### src/rtl/usib_pkg.sv
// Shared definitions for the USIB command master.
//   - Command encodings carried in the top two bits of the master address bus.
//   - Bit positions of the command field.
//   - State encoding of the command sequencer.
package usib_pkg;

  localparam logic [1:0] USIB_CMD_IDLE  = 2'b00;
  localparam logic [1:0] USIB_CMD_WR    = 2'b01;
  localparam logic [1:0] USIB_CMD_RD    = 2'b10;
  localparam logic [1:0] USIB_CMD_WR_RD = 2'b11;  // reserved; never issued by the master

  localparam int USIB_CMD_MSB = 31;
  localparam int USIB_CMD_LSB = 30;

  typedef enum logic [2:0] {
    ST_IDLE  = 3'd0,
    ST_WDRV  = 3'd1,
    ST_RDRV  = 3'd2,
    ST_RWAIT = 3'd3,
    ST_RESP  = 3'd4
  } usib_mst_state_e;

endpackage

### src/rtl/usib_cmd_master.sv
// usib_cmd_master
//   Bus-master sequencer feeding the USIB interconnect. Takes one CSR command at
//   a time over a valid/ready handshake, drives the master address / write-data
//   ports with the command encoding in [31:30], and for reads keeps the block ID
//   and CSR address on the bus for a fixed round-trip latency before capturing
//   the read data and presenting it as a response.
//
//   Optional feature macro: USIB_MST_WR_ACK_EN
//     defined   : every write also produces a response (oRspRd = 0) and waits
//                 for iRspRdy before the next command is accepted.
//     undefined : writes return straight to IDLE; only reads respond.
//
// Ports
//   iSCLK      bus clock
//   iSRSTn     synchronous reset, active low
//   iCmdVd     command valid
//   oCmdRdy    command ready (high only in IDLE)
//   iCmdWr     1 = write, 0 = read
//   iCmdAdrs   {block ID, CSR address}
//   iCmdWd     write data
//   oRspVd     response valid, held until iRspRdy
//   iRspRdy    response ready
//   oRspRd     read data (0 for a write acknowledge)
//   oMUsiAdrs  USIB master address port {cmd, zero pad, block ID, CSR address}
//   oMUsiWd    USIB master write-data port
//   iMUsiRd    USIB master read-data port
// All outputs come straight from flops.
module usib_cmd_master
  import usib_pkg::*;
#(
  parameter int pUsiBusWidth    = 32,
  parameter int pCsrAdrsWidth   = 16,
  parameter int pBlockAdrsWidth = 3,
  parameter int pRdLatency      = 3
) (
  input  logic                                     iSCLK,
  input  logic                                     iSRSTn,
  input  logic                                     iCmdVd,
  output logic                                     oCmdRdy,
  input  logic                                     iCmdWr,
  input  logic [pBlockAdrsWidth+pCsrAdrsWidth-1:0] iCmdAdrs,
  input  logic [pUsiBusWidth-1:0]                  iCmdWd,
  output logic                                     oRspVd,
  input  logic                                     iRspRdy,
  output logic [pUsiBusWidth-1:0]                  oRspRd,
  output logic [pUsiBusWidth-1:0]                  oMUsiAdrs,
  output logic [pUsiBusWidth-1:0]                  oMUsiWd,
  input  logic [pUsiBusWidth-1:0]                  iMUsiRd
);

  localparam int ADRS_W = pBlockAdrsWidth + pCsrAdrsWidth;

  usib_mst_state_e          state_q, state_d;
  logic [3:0]               cnt_q, cnt_d;
  logic [ADRS_W-1:0]        adrs_q, adrs_d;
  logic [pUsiBusWidth-1:0]  wd_q, wd_d;
  logic [pUsiBusWidth-1:0]  m_adrs_q, m_adrs_d;
  logic [pUsiBusWidth-1:0]  m_wd_q, m_wd_d;
  logic [pUsiBusWidth-1:0]  rsp_rd_q, rsp_rd_d;
  logic                     rsp_vd_q, rsp_vd_d;
  logic                     cmd_rdy_q, cmd_rdy_d;

  // Compose a master address word: command in the top field, zero padding,
  // then block ID and CSR address in the low bits.
  function automatic logic [pUsiBusWidth-1:0] bus_adrs(input logic [1:0] cmd,
                                                       input logic [ADRS_W-1:0] a);
    logic [pUsiBusWidth-1:0] r;
    r = '0;
    r[ADRS_W-1:0] = a;
    r[USIB_CMD_MSB:USIB_CMD_LSB] = cmd;
    return r;
  endfunction

  always_comb begin
    state_d  = state_q;
    cnt_d    = cnt_q;
    adrs_d   = adrs_q;
    wd_d     = wd_q;
    rsp_rd_d = rsp_rd_q;

    unique case (state_q)
      ST_IDLE: begin
        // cmd_rdy_q gates acceptance so nothing is taken in the cycle right
        // after reset release, when ready is still low.
        if (iCmdVd && cmd_rdy_q) begin
          adrs_d  = iCmdAdrs;
          wd_d    = iCmdWd;
          state_d = iCmdWr ? ST_WDRV : ST_RDRV;
        end
      end
      ST_WDRV: begin
`ifdef USIB_MST_WR_ACK_EN
        rsp_rd_d = '0;
        state_d  = ST_RESP;
`else
        state_d  = ST_IDLE;
`endif
      end
      ST_RDRV: begin
        cnt_d   = 4'(pRdLatency - 1);
        state_d = ST_RWAIT;
      end
      ST_RWAIT: begin
        if (cnt_q == 4'd0) begin
          rsp_rd_d = iMUsiRd;
          state_d  = ST_RESP;
        end else begin
          cnt_d = cnt_q - 4'd1;
        end
      end
      ST_RESP: begin
        if (iRspRdy) begin
          state_d = ST_IDLE;
        end
      end
      default: state_d = ST_IDLE;
    endcase

    // Outputs are registered: derive them from the state being entered.
    m_adrs_d  = '0;
    m_wd_d    = '0;
    rsp_vd_d  = 1'b0;
    cmd_rdy_d = 1'b0;
    unique case (state_d)
      ST_IDLE:  cmd_rdy_d = 1'b1;
      ST_WDRV: begin
        m_adrs_d = bus_adrs(USIB_CMD_WR, adrs_d);
        m_wd_d   = wd_d;
      end
      ST_RDRV:  m_adrs_d = bus_adrs(USIB_CMD_RD, adrs_d);
      // Address kept with an idle command so the interconnect read mux stays
      // pointed at the target block during the round trip.
      ST_RWAIT: m_adrs_d = bus_adrs(USIB_CMD_IDLE, adrs_d);
      ST_RESP:  rsp_vd_d = 1'b1;
      default:  cmd_rdy_d = 1'b0;
    endcase
  end

  always_ff @(posedge iSCLK) begin
    if (!iSRSTn) begin
      state_q   <= ST_IDLE;
      cnt_q     <= '0;
      adrs_q    <= '0;
      wd_q      <= '0;
      m_adrs_q  <= '0;
      m_wd_q    <= '0;
      rsp_rd_q  <= '0;
      rsp_vd_q  <= 1'b0;
      cmd_rdy_q <= 1'b0;
    end else begin
      state_q   <= state_d;
      cnt_q     <= cnt_d;
      adrs_q    <= adrs_d;
      wd_q      <= wd_d;
      m_adrs_q  <= m_adrs_d;
      m_wd_q    <= m_wd_d;
      rsp_rd_q  <= rsp_rd_d;
      rsp_vd_q  <= rsp_vd_d;
      cmd_rdy_q <= cmd_rdy_d;
    end
  end

  assign oCmdRdy   = cmd_rdy_q;
  assign oRspVd    = rsp_vd_q;
  assign oRspRd    = rsp_rd_q;
  assign oMUsiAdrs = m_adrs_q;
  assign oMUsiWd   = m_wd_q;

endmodule

### config.mk
export PLATFORM = sky130hd
export DESIGN_NAME = usib_cmd_master
export DESIGN_NICKNAME = d
export VERILOG_FILES = /design/src/rtl/usib_pkg.sv /design/src/rtl/usib_cmd_master.sv
export SDC_FILE = /design/constraint.sdc
export NUM_CORES = 1
export LEC_CHECK = 0
export CAP_MARGIN = 10
export CORE_ASPECT_RATIO = 2
export CORE_MARGIN = 5
export CORE_UTILIZATION = 26
export DETAILED_ROUTE_END_ITERATION = 8
export PLACE_DENSITY = 0.61
export SYNTH_ARGS = -nofsm -noshare
export SYNTH_HDL_FRONTEND = slang
export SYNTH_SLANG_ARGS = --single-unit
### constraint.sdc
create_clock -name iSCLK -period 3.45 [get_ports iSCLK]
set_clock_uncertainty 0.2 [all_clocks]
set_input_delay 0.5175 -clock iSCLK [delete_from_list [all_inputs] [get_ports iSCLK]]
set_output_delay 0.5175 -clock iSCLK [all_outputs]
set_load 0.01 [all_outputs]
==> impl_metrics.csv <==
group,metric,value,unit
sta,tightestPinTransition,0.813,ns
sta,fmaxAchievable,445,MHz
die,initial_core_util,0.264,
worst_setup_path,end_kind,"register",
worst_setup_path,rrSetupSlack,1.20,ns
worst_setup_path,setup.worst_path.start,"cnt_q[0]$_SDFFE_PN0P_",
sta,tns,0,ns
logic_synthesis,syn_area_per_cell,9.56,um2
drt,drtIter0Drc,124,
clock_tree,cts_max_path_buffers,2,
drt,route.detailed.drc,0,
clock_tree,cts_max_level,4,
clock_tree,cts_sinks,113,
die,die_x,99.5,um
logic_synthesis,synth_seq_cells,113,
logic_synthesis,ys_types,33,
grt,grt-ovfl-total,0,
cells_and_area,drive_gt1_frac,0.0753,
clock_tree,clock_latency,0.40,ns
worst_setup_path,cp-start-kind,"register",
power,ir_worst_vdd,0.327,mV
cells_and_area,nets,675,
worst_setup_path,path_cells,"inv_1 -> ha_1 -> nand4bb_2 -> buf_12 -> o21ai_0 -> and2_1",
worst_setup_path,cpPeakStageDelay,0.61,ns
drt,via_per_inst,4.60,
drt,postRouteWirelength,12.2,mm
clock_tree,path_clk_slew,0.05,ns
clock_tree,cts_tree,"done",
worst_setup_path,regToRegStartpoint,"cnt_q[0]$_SDFFE_PN0P_",
worst_setup_path,crit_arrival,2.39,ns
logic_synthesis,synth_warnings,0,
status,status,"complete, no violations",
clock_tree,cts_buffers,17,
grt,grt_pass1_wl,19.5,mm
sta,slew-limit-headroom,0.455,
die,io_pins,186,
worst_setup_path,cp.required,3.59,ns
place,port_buffers,174,
cells_and_area,regArea,2260,um2
die,std_cell_rows,65,
worst_setup_path,path_class,"register to register",
drt,antenna_left,0,
cells_and_area,antenna_cells,0,
die,coreArea,15800,um2
clock_tree,cts.repair.resized,0,
cells_and_area,fillCellCount,1518,
sta,holdWs,0.272,ns
grt,grt_pass1_vias,3873,
sta,drv_slew,0,
cells_and_area,syn_to_final_growth,57.6,%
sta,finalHoldViolations,0,
worst_setup_path,slowest_stage,"nand4bb_2",
sta,rsz0062_at_grt,"false",
clock_tree,post_cts_buffers,0,
grt,antenna_found_initial,0,
hold_path,hp-start,"adrs_q[9]$_SDFF_PN0_",
cells_and_area,multi_input_area,1640,um2
clock_tree,clock-root-buffer,"clkbuf_16",
sta,setup_violations,0,
clock_tree,hold_buffers,0,
logic_synthesis,netlist_instances,436,
drt,dr.pass1.iters,4,
die,dieArea,18800,um2
hold_path,min_path_type,"register to register",
grt,grt_max_degree,53,
grt,gr-usage-all-layers,0.131,
drt,wl_per_cell,15.3,um
power,p_per_area,512,nW/um2
power,p_leak,2.31,nW
place,dpl.hpwl,9.07,mm
logic_synthesis,yosysSeqAreaShare,0.543,
drt,num_vias,3677,
logic_synthesis,synth_area,4170,um2
sta,fin_crit,2.25,ns
place,gp_congestion,0.763,
worst_setup_path,critPathMaxFanout,30,
run,drv_cap,0,
sta,min_period_over_period,0.652,
die,die_h,189,um
[synthesized netlist by cell type]
master	number	area [um2]
or4_1	2	15.0
buf_4	12	90.1
dfxtp_1	113	2260
and2_1	34	213
or3_1	1	6.26
a21boi_1	2	15.0
and4_4	1	11.3
or4b_1	1	10.0
a32oi_1	1	8.76
nand4_1	2	12.5
nand4bb_1	2	22.5
o21a_1	1	7.51
o211a_1	1	10.0
clkbuf_2	3	15.0
inv_1	3	11.3
buf_1	2	7.51
nor2b_1	2	12.5
o21ai_0	55	275
clkbuf_1	27	101
buf_2	17	85.1
conb_1	1	3.75
ha_1	2	25.0
and4bb_2	1	12.5
and4bb_1	1	12.5
o31ai_1	1	7.51
a21oi_1	3	15.0
nor3_1	1	5.00
nor2_1	1	3.75
inv_2	1	3.75
nand2b_1	1	6.26
nand3_1	71	355
a21boi_0	69	518
nor4_1	1	6.26
[through the flow]
| step | instances | total power [W] | setup slack (ns) | util | instance area (um2) |
|---|---|---|---|---|---|
| 3_3_place_gp | 767 | 0.00167 | 0.979 | 0.378 | 5970 |
| 2_1_floorplan | 446 | 0.00151 | 1.70 | - | 4200 |
| 6_report | 799 | 0.00336 | 1.20 | 0.416 | 6570 |
| 3_5_place_dp | 767 | 0.00167 | 0.883 | 0.378 | 5970 |
| 5_1_grt | 799 | 0.00350 | 1.04 | 0.416 | 6570 |
| 4_1_cts | 799 | 0.00341 | 1.19 | 0.416 | 6570 |
[report_power, final]
part | switching, W | internal (W) | leakage (nW)
combinational | 0.000129 | 0.000157 | 1.11
sequential | 0.0000162 | 0.00134 | 0.915
clock | 0.000632 | 0.00109 | 0.288
[worst paths after layout]
path / end / cells past startpoint
setup / recovery: state_q[2]$_SDFF_PN0_ / 6
hold / removal: oMUsiAdrs[9]$_SDFF_PN0_ / 2
setup reg to reg: state_q[2]$_SDFF_PN0_ / 6
hold reg to reg: oMUsiAdrs[9]$_SDFF_PN0_ / 2
[state kept, by name (all words and copies together) (netlist names)]
register	flops
oMUsiWd	32
oRspRd	32
oMUsiAdrs	21
adrs_q	19
cnt_q	4
state_q	3
oCmdRdy	1
oRspVd	1
[routing by layer]
layer,GRT usage,vias to the layer above,part of all wire
met4,0.0505,0,0.018
met2,0.245,166,0.54
met3,0.0431,13,0.073
li1,-,1783,-
met1,0.132,1715,0.37
met5,0,-,0
[area by class of cell]
type,count,area share
clock inverters,14,0.0236
repair buffers,181,0.274
flip-flops and latches,113,0.345
clock buffers,18,0.0669
multi-input cells,268,0.250
inverters,4,0.00229
well taps,201,0.0383
[logic make-up (layout without fill, tap and decap cells)]
family,count (synthesis),in the layout,synth area share
AOI/OAI and AO/OA,133,133,0.206
adders and majority gates,2,2,0.00601
buffers and inverters,65,217,0.0754
DFF,113,113,0.543
other,1,11,0.000900
and+or+nand+nor,122,122,0.169
[layout by cell type, fill, tap and decap left out, types with 2 or more instances in the layout]
cell,count
and2_1,34
a21boi_1,2
nand4_1,2
or4_1,2
nand3_1,71
a21oi_1,3
clkinvlp_4,2
clkinv_2,2
o21ai_0,55
dfxtp_1,113
clkbuf_16,17
ha_1,2
clkdlybuf4s50_1,173
buf_4,6
clkinv_4,4
inv_6,4
a21boi_0,69
inv_1,3
bufinv_16,2
conb_1,11
[worst max-delay path: cells and delay by family (launching register included)]
kind	cells	cell delay (ns)
flip-flops	1	0.31
AND/OR/NAND/NOR	2	0.76
adder cells (fa/ha/maj)	1	0.20
buffers and inverters	2	0.52
AO/OA/AOI/OAI	1	0.19
(Power assumes the default switching activity.)
